<file path="src/rtl/ysyx_22041461_pipe_buf.sv">
// Elastic DEPTH-entry inter-stage buffer (FIFO) with flush, stall hold and occupancy count.
// Latency: one cycle from push to out_valid; no pass-through when empty.
// Backpressure: in_ready depends only on registered occupancy and flush, never on out_ready.
//
// Ports:
//   clk, rst        rising-edge clock, asynchronous active-high reset
//   flush           synchronous discard of all entries (highest priority)
//   stall           hold the head: suppresses out_valid and pops, pushes continue
//   in_valid/in_ready/in_data     upstream handshake and payload
//   out_valid/out_ready/out_data  downstream handshake and head payload
//   count           registered occupancy, 0..DEPTH
module ysyx_22041461_pipe_buf #(
    parameter  int DW    = 64,
    parameter  int DEPTH = 2,
    localparam int CW    = $clog2(DEPTH) + 1
) (
    input  logic          clk,
    input  logic          rst,
    input  logic          flush,
    input  logic          stall,
    input  logic          in_valid,
    output logic          in_ready,
    input  logic [DW-1:0] in_data,
    output logic          out_valid,
    input  logic          out_ready,
    output logic [DW-1:0] out_data,
    output logic [CW-1:0] count
);

    localparam int AW = $clog2(DEPTH);

    logic [DW-1:0] mem_q [DEPTH];
    logic [AW-1:0] wp_q;
    logic [AW-1:0] rp_q;
    logic [CW-1:0] cnt_q;
    logic [CW-1:0] cnt_d;
    logic          push;
    logic          pop;

    // A full buffer refuses input even if the head drains this cycle; this
    // keeps in_ready off the downstream ready path at the cost of one bubble.
    assign in_ready  = (cnt_q != CW'(DEPTH)) && !flush;
    assign out_valid = (cnt_q != '0) && !stall && !flush;
    assign out_data  = mem_q[rp_q];
    assign count     = cnt_q;

    assign push = in_valid && in_ready;
    assign pop  = out_valid && out_ready;

    always_comb begin
        cnt_d = cnt_q + CW'(push) - CW'(pop);
    end

    always_ff @(posedge clk or posedge rst) begin
        if (rst) begin
            wp_q  <= '0;
            rp_q  <= '0;
            cnt_q <= '0;
            for (int i = 0; i < DEPTH; i++) begin
                mem_q[i] <= '0;
            end
        end else if (flush) begin
            // Pointers rewind; storage is left as-is since it is unreachable.
            wp_q  <= '0;
            rp_q  <= '0;
            cnt_q <= '0;
        end else begin
            if (push) begin
                mem_q[wp_q] <= in_data;
                wp_q        <= wp_q + AW'(1);
            end
            if (pop) begin
                rp_q <= rp_q + AW'(1);
            end
            cnt_q <= cnt_d;
        end
    end

endmodule

</file>
<file path="config.mk">
export PLATFORM = sky130hd
export DESIGN_NAME = ysyx_22041461_pipe_buf
export DESIGN_NICKNAME = d
export VERILOG_FILES = /design/src/rtl/ysyx_22041461_pipe_buf.sv
export SDC_FILE = /design/constraint.sdc
export NUM_CORES = 1
export LEC_CHECK = 0
export CAP_MARGIN = 20
export CORE_ASPECT_RATIO = 0.5
export CORE_UTILIZATION = 28
export CTS_BUF_LIST = sky130_fd_sc_hd__clkbuf_8
export CTS_CLUSTER_SIZE = 25
export DETAILED_ROUTE_END_ITERATION = 16
export PLACE_DENSITY = 0.55
export SKIP_LAST_GASP = 1
export SYNTH_ARGS = -nofsm -noshare
export SYNTH_HDL_FRONTEND = slang
export SYNTH_SLANG_ARGS = --single-unit
</file>
<file path="constraint.sdc">
create_clock -name clk -period 5.3 [get_ports clk]
set_input_delay 1.325 -clock clk [delete_from_list [all_inputs] [get_ports clk]]
set_output_delay 1.325 -clock clk [all_outputs]
set_load 0.01 [all_outputs]
</file>
# Yosys cells after proc, flatten, opt, wreduce, memory -nomap -nowiden
# Index checks and enable logic that the tools add are counted.
[op_classes]
n_addsub = 4
n_lt_le_gt_ge = 3
eq_ne = 1
mux = 11
n_bitwise = 3
n_reduce_logical = 12
[ops]
columns = ["op", "n"]
rows = [
  ["two-way mux 64 bit", 4],
  ["bitwise mux 128 bit", 1],
  ["demux 64 bit (select 1 bit)", 1],
  ["logical AND 1 bit", 6],
  ["nonzero test 2 bit", 3],
  [">= comparator 2 bit, second input constant", 2],
  ["two-way mux 1 bit", 4],
  ["NOT 1 -> 2 bit", 2],
  ["adder 1 bit, second input constant", 2],
  ["adder 2 x 1 -> 2 bit", 1],
  ["logical NOT 1 bit", 2],
  ["less-than comparator 2 x 1 -> 1 bit, second input constant", 1],
  ["two-way mux 2 bit", 1],
  ["!= test 2 bit, second input constant", 1],
  ["AND reduction 2 bit", 1],
  ["subtractor 2 x 1 -> 2 bit", 1],
  ["NOT 1 bit", 1],
]
[word_totals]
reg_bits = 132
input_bits = 70
out_inout_bits = 68
word_cells = 39

# Logic depth before layout (Yosys ltp)
# Gate-level depths: netlist of run 1.
[logic_depth]
word_depth = 6
ltp_mapped = 9
depth_no_buf = 9

# Worst setup path before layout of run 1
# No wires, ideal clock.
[synth_timing]
kind = "in2out"
from = "in flush"
to = "out out_valid"
t_arrival_ns = 1.626
t_required_ns = 3.975
slack_ns = 2.349
path_stages = 1
path_buffers = 0
path_cell_list = "nor3_1"
[synth_via]
elab_chain_cells = 2
[synth_lines]
columns = ["element", "line", "source"]
rows = [
  ["start, declared", "19", "input logic flush,"],
  ["logical NOT 1 bit", "43", "assign out_valid = (cnt_q != '0) && !stall && !flush;"],
  ["logical AND 1 bit", "43", ""],
  ["end, declared", "24", "output logic out_valid,"],
]
# No other way between the ends.

# Worst setup path after layout of run 1
# Same ends and word-level chain as after synthesis.

==> results by group, run 1 <==
Timing
  • Hold Vio Cnt, Final: 0
  • Worst relative slew slack: 46.2%
  • Setup tns final: 0 ns
  • Max-slew violation count: 0
  • Final min period: 3.98 ns
  • Endpoints failing setup: 0
  • Slew @ Worst Pin: between 0.8 and 0.9 ns
  • Ratio of final minimum period to clock period: 75.1%
  • Unrepaired setup endpoints after global routing: no
  • Worst clock skew: 0.0108 ns
  • Max frequency: about 250 MHz

GRT
  • Overflow left after global routing: 0
  • Global-route wire length before repair: roughly 21,000 µm
  • Global Route Usage Sum: roughly an eighth
  • Vias in the first global route: 3,745
  • Largest net degree at the start of global routing: 110
  • Antenna violations before repair: 0

CTS
  • Gates resized, CTS repair: 0
  • Hold-fix buffer count after cts: 0
  • Worst-skew pair later-pin latency: 0.45 ns
  • Cts bufs inserted: 17
  • Clock transition at path regs: 0.07 ns
  • CTS Root Cell: sky130_fd_sc_hd__clkbuf_8
  • H-tree levels: 4
  • TritonCTS Sinks: 132
  • TritonCTS clock tree: built
  • Number of setup buffers added after CTS: 0
  • Deepest clock path buffer count: 2

Yosys
  • Share of synthesized flip-flops with an asynchronous set or reset: 100%
  • Post-synth EDFFs: 0
  • Net count of the mapped netlist: 441
  • Synth warn: 0
  • Register area share after synthesis: about 55%
  • Flip-flop and latch count after synthesis: roughly 130
  • Number of distinct library cell variants in the gate-level netlist after synthesis: 22
  • Synthesized area divided by synthesized cell count: 16.4 µm²
  • Cell count after synthesis: between 300 and 400
  • Synthesized area: between 6000 and 7000 µm²
  • Most instantiated flip-flop cell in the synthesis netlist: sky130_fd_sc_hd__dfrtp_1

Route
  • Iteration-0 DRC Markers: 107
  • Remaining routing DRC violations: 0
  • Via-per-instance ratio: between 4 and 5
  • Drt pass-1 iters: 4
  • Wirelength per Cell: 16.0 µm
  • Wirelength, routed: 12,700 µm
  • Antenna Violating Nets Remaining: 0
  • Detailed-route via count: ~3.4k

Setup path
  • Cell seen most often among critical-path stages: sky130_fd_sc_hd__clkdlybuf4s50_1
  • CP delay by family, top: buffers and inverters
  • CP startpoint: flush
  • Critical path required time: between 3 and 4 ns
  • Element type at the critical path end: primary output
  • Element type at the critical path start: primary input
  • Launch point of the worst reg-to-reg path: count[1]$_DFF_PP0_
  • Slowest-stage cell, CP: sky130_fd_sc_hd__clkdlybuf4s50_1
  • Crit Path Class: in2out
  • Sequence of cells on the critical path: clkdlybuf4s50_1 > nor3_1 > clkdlybuf4s50_1
  • Crit Path Max Fanout: 8
  • Endpoint arrival time on the critical path: about 2.7 ns
  • WP buf/inv: 2
  • CP max stage delay: around 0.56 ns

Finish
  • NumNets Final: 583
  • Commonest cells after routing, fill and taps aside: sky130_fd_sc_hd__clkdlybuf4s50_1, sky130_fd_sc_hd__mux2_2, sky130_fd_sc_hd__dfrtp_1
  • Antenna cell count: 0
  • Storage cell area: 3300 µm²
  • Fraction of final layout cells with drive strength greater than 1: 44.9%
  • Leading cell type in the layout, fill and taps excluded: sky130_fd_sc_hd__clkdlybuf4s50_1
  • Area used by multi-input combinational logic: 2540 µm²
  • Area Growth Syn to Fin: 34.9%
  • Number of fillers in the final layout: about 2.0k
  • Filler-free cell count of the finished design: 796

Placement
  • Placed insts: 764
  • Dpl hpwl: 7900 µm
  • RD Place Congestion: 0.734
  • Buffers on Ports: 137

Floorplan
  • Row count: 37
  • Top Ports: 138
  • DIE AREA: roughly 22,000 µm²
  • Core area: roughly 21,000 µm²
  • Initial standard-cell utilization of the core: ~29%
  • Horiz. Die Dim: 210 µm
  • Die boundary height: about 110 µm

Worst hold path
  • Hold WC Path Type: reg2reg
  • Startpoint of the lowest-slack hold path: mem_q[99]$_DFFE_PP0P_

Job
  • Count of max-cap constraint violations: 0

Power and ir drop
  • Static leakage: 3.55 nW
  • Largest vdd supply drop: around 0.13 mV
  • Pwr/cell area: 433 nW/µm²

Status
  • Run status: complete, no violations
metrics by stage:
step	cell area, µm²	utilization [%]	power, W	setup slack [ns]	hold WS [ns]
3_5_place_dp	7630	36.6	0.00250	1.31	0.487
6_report	8160	39.1	0.00353	1.32	0.504
2_1_floorplan	6050	-	0.00206	0.449	0.474
3_3_place_gp	7630	36.6	0.00248	1.31	0.485
5_1_grt	8160	39.1	0.00374	1.22	0.519
4_1_cts	8130	39.0	0.00359	1.29	0.509
synth_stat cells (2+ instances only):
master	n	area [µm²]
sky130_fd_sc_hd__inv_1	5	18.8
sky130_fd_sc_hd__mux2_2	132	1490
sky130_fd_sc_hd__clkbuf_1	5	18.8
sky130_fd_sc_hd__ha_1	2	25.0
sky130_fd_sc_hd__dfrtp_1	132	3300
sky130_fd_sc_hd__nor3_1	2	10.0
sky130_fd_sc_hd__buf_12	6	120
sky130_fd_sc_hd__mux2_4	60	901
sky130_fd_sc_hd__nor2_1	3	11.3
sky130_fd_sc_hd__buf_2	9	45.0
sky130_fd_sc_hd__nand2_1	2	7.51
area by class of cell:
type	instances	area share [%]
sequential	132	40.5
multi-input combinational	211	31.1
timing repair buffer	144	17.9
tap	273	4.19
clock inverter	14	3.18
clock buffer	17	2.87
inverter	5	0.292
report_power, final:
part / total, W / internal [W] / switching (W)
combinational: 0.00102 / 0.000705 / 0.000320
sequential: 0.00144 / 0.00130 / 0.000144
clock: 0.00107 / 0.000651 / 0.000414
total: 0.00353 / 0.00266 / 0.000878
metal layers:
layer  part of all wire, %  wire (µm)  GRT usage, %  up-vias
met2                    48       6150          19.3       50
met1                    47       5930          16.0     1755
met3                   3.1        391          3.10       17
met5                     0          0             0        -
met4                   1.9        243          5.63        0
li1                      -          -             -     1603
state kept, by name, indices dropped and copies added, names as in the netlist:
signal and flops:
wp_q 1, rp_q 1, mem_q 128, count 2
logic make-up after synthesis:
logic type      synth area share (%)
fa+ha+maj                      0.414
simple gates                    1.51
xor+xnor                       0.145
compound gates                 0.124
buf+inv                         3.54
flops                           54.6
mux                             39.6
path summary, 6_finish.rpt:
check,endpoint,slack (ns),cells past startpoint
max reg2reg,mem_q[25]$_DFFE_PP0P_,3.01,4
max in group asynchronous,mem_q[13]$_DFFE_PP0P_,2.99,4
min reg2reg,mem_q[99]$_DFFE_PP0P_,0.50,1
min,mem_q[99]$_DFFE_PP0P_,0.50,1
max,out_valid,1.32,3
min in group asynchronous,mem_q[86]$_DFFE_PP0P_,1.28,2
No activity file was read; power rests on OpenSTA's default activity.
==> inputs of run 2 (changes only) <==
- PLACE_DENSITY: 0.55 -> 0.56
- clock period: 5.3 -> 3.25 ns (I/O delays scaled with it)
==> results by group, run 2 (synthesized netlist as in run 1, its figures left out) <==
Finish
  • Fraction of final layout cells with drive strength greater than 1: 45.3% (was 44.9%)
  • Largest Register: mem_q (unchanged)
  • Antenna cell count: 0 (unchanged)
  • Final non-filler cell area: 8160 µm² (about the same)
  • Leading cell type in the layout, fill and taps excluded: sky130_fd_sc_hd__clkdlybuf4s50_1 (unchanged)
  • Commonest cells after routing, fill and taps aside: sky130_fd_sc_hd__clkdlybuf4s50_1, sky130_fd_sc_hd__mux2_2, sky130_fd_sc_hd__dfrtp_1 (unchanged)
  • Area Growth Syn to Fin: 35.0% (was 34.9%)
  • NumNets Final: 584 (was 583)
  • Number of flip-flops under the largest register name: 128 (unchanged)

Timing
  • Endpoints failing setup: 0 (unchanged)
  • Final min period: between 2 and 3 ns
  • Max frequency: 343 MHz
  • Hold Vio Cnt, Final: 0 (unchanged)
  • Setup tns final: 0 ns (unchanged)
  • Final hold slack: 0.505 ns (was 0.504 ns)
  • Worst relative slew slack: 52.3% (was 46.2%)
  • Slew @ Worst Pin: 0.716 ns (was 0.807 ns)
  • Worst clock skew: 0.00907 ns (was 0.0108 ns)
  • Final setup margin: 0.332 ns (was 1.32 ns)
  • Unrepaired setup endpoints after global routing: no (unchanged)
  • Ratio of final minimum period to clock period: 89.8%
  • Max-slew violation count: 0 (unchanged)

CTS
  • Cts bufs inserted: 17 (unchanged)
  • TritonCTS clock tree: built (unchanged)
  • Deepest clock path buffer count: 2 (unchanged)
  • Gates resized, CTS repair: 0 (unchanged)
  • Number of setup buffers added after CTS: 0 (unchanged)
  • Worst-skew pair later-pin latency: 0.44 ns (was 0.45 ns)
  • H-tree levels: 4 (unchanged)
  • TritonCTS Sinks: 132 (unchanged)
  • Clock transition at path regs: 0.07 ns (about the same)
  • CTS Root Cell: sky130_fd_sc_hd__clkbuf_8 (unchanged)
  • Hold-fix buffer count after cts: 0 (unchanged)

Power and ir drop
  • Largest vdd supply drop: 0.250 mV (was 0.131 mV)
  • Static leakage: 3.54 nW (was 3.55 nW)
  • Pwr/cell area: 693 nW/µm² (was 433 nW/µm²)
  • Post-layout total power: 0.00566 W (was 0.00353 W)

Floorplan
  • Core area: 20,800 µm² (unchanged)
  • Horiz. Die Dim: 210 µm (unchanged)
  • Top Ports: 138 (unchanged)
  • DIE AREA: 22,200 µm² (unchanged)
  • Initial standard-cell utilization of the core: 29.0% (unchanged)
  • Row count: 37 (unchanged)
  • Die boundary height: 106 µm (unchanged)

Setup path
  • R2r endpoint: count[1]$_DFF_PP0_ (was mem_q[25]$_DFFE_PP0P_)
  • Path depth of the worst reg2reg path: 9 (was 4)
  • Launch point of the worst reg-to-reg path: count[0]$_DFF_PP0_ (was count[1]$_DFF_PP0_)
  • Endpoint arrival time on the critical path: 2.11 ns (was 2.66 ns)
  • Crit Path Class: in2out (unchanged)
  • Crit Path Max Fanout: 6 (was 8)
  • Critical path required time: 2.44 ns (was 3.97 ns)
  • Element type at the critical path end: primary output (unchanged)
  • Element type at the critical path start: primary input (unchanged)
  • Worst R2R Setup Slack: 1.09 ns (was 3.01 ns)

Route
  • Wirelength, routed: 12,800 µm (was 12,700 µm)
  • Drt pass-1 iters: 4 (unchanged)
  • Via-per-instance ratio: 4.40 (was 4.30)
  • Antenna Violating Nets Remaining: 0 (unchanged)
  • Detailed-route via count: 3,510 (was 3,425)
  • Remaining routing DRC violations: 0 (unchanged)
  • Wirelength per Cell: 16.1 µm (was 16.0 µm)
  • Iteration-0 DRC Markers: 120 (was 107)

Job
  • Count of max-cap constraint violations: 0 (unchanged)

Worst hold path
  • Worst Hold Endpoint: mem_q[89]$_DFFE_PP0P_ (was mem_q[99]$_DFFE_PP0P_)
  • Startpoint of the lowest-slack hold path: mem_q[89]$_DFFE_PP0P_ (was mem_q[99]$_DFFE_PP0P_)
  • Hold Crit Depth: 1 (unchanged)
  • Hold WC Path Type: reg2reg (unchanged)

GRT
  • Overflow left after global routing: 0 (unchanged)
  • Global Route Usage Sum: 12.3% (about the same)
  • Vias in the first global route: 3,771 (was 3,745)
  • Antenna violations before repair: 0 (unchanged)
  • Global-route wire length before repair: 20,800 µm (about the same)
  • Largest net degree at the start of global routing: 133 (was 110)

Placement
  • Post-detailed-placement cell area: 7700 µm² (was 7630 µm²)
  • RD Place Congestion: 0.721 (was 0.734)
  • Dpl hpwl: 7950 µm (was 7900 µm)
  • Dpl ws: 0.304 ns (was 1.31 ns)
  • Buffers on Ports: 137 (unchanged)

Status
  • Run status: complete, no violations (unchanged)
## run 2: worst max-delay path by stage
stage	from	endpoint	slack [ns]	depth (start not counted)
3_3_place_gp	flush	in_ready	0.33	4
6_report	flush	in_ready	0.33	4
2_1_floorplan	rst	count[0]$_DFF_PP0_	0.80	1
4_1_cts	rp_q$_DFFE_PP0P_	out_data[48]	0.28	3
5_1_grt	rp_q$_DFFE_PP0P_	out_data[31]	0.24	3
3_5_place_dp	flush	count[1]$_DFF_PP0_	0.30	9
## run 2: metrics by stage
step                instances  utilization, %
global placement          766            37.0
global route              798            39.2
floorplan                 369               -
detailed placement        766            37.0
CTS                       798            39.2
finish                    798            39.2
## run 2: layout make-up
class	instances	area (µm²)
clock buffers	17	234
clock inverters	15	230
fillers	1952	12700
inverters	5	22.5
multi-input cells	211	2540
flip-flops and latches	132	3300
well taps	273	342
repair buffers	145	1490
## run 2: report_power, final
part	switching, W	leakage, nW	internal [W]
registers	0.000234	1.57	0.00212
logic	0.000525	1.75	0.00115
clock network	0.000708	0.211	0.000919
## run 2: critical path, cell delays in order
cell and delay, ns:
sky130_fd_sc_hd__clkdlybuf4s50_1 0.44, sky130_fd_sc_hd__buf_4 0.17, sky130_fd_sc_hd__nor2_1 0.13, sky130_fd_sc_hd__clkdlybuf4s50_1 0.55
## run 2: routing by layer
metal / wire [µm] / global-route usage, % / share of wire [%] / vias up
li1: - / - / - / 1603
met2: 6220 / 19.6 / 48 / 49
met1: 6050 / 15.8 / 47 / 1848
met4: 147 / 4.54 / 1.1 / 0
met3: 418 / 3.72 / 3.3 / 10
met5: 0 / 0 / 0 / -
==> inputs of run 3 (changes only) <==
- ABC_CLOCK_PERIOD_IN_PS: not set -> 3250
==> results of run 3 <==
The final DEF is identical to that of run 2; final timing and power are the same.
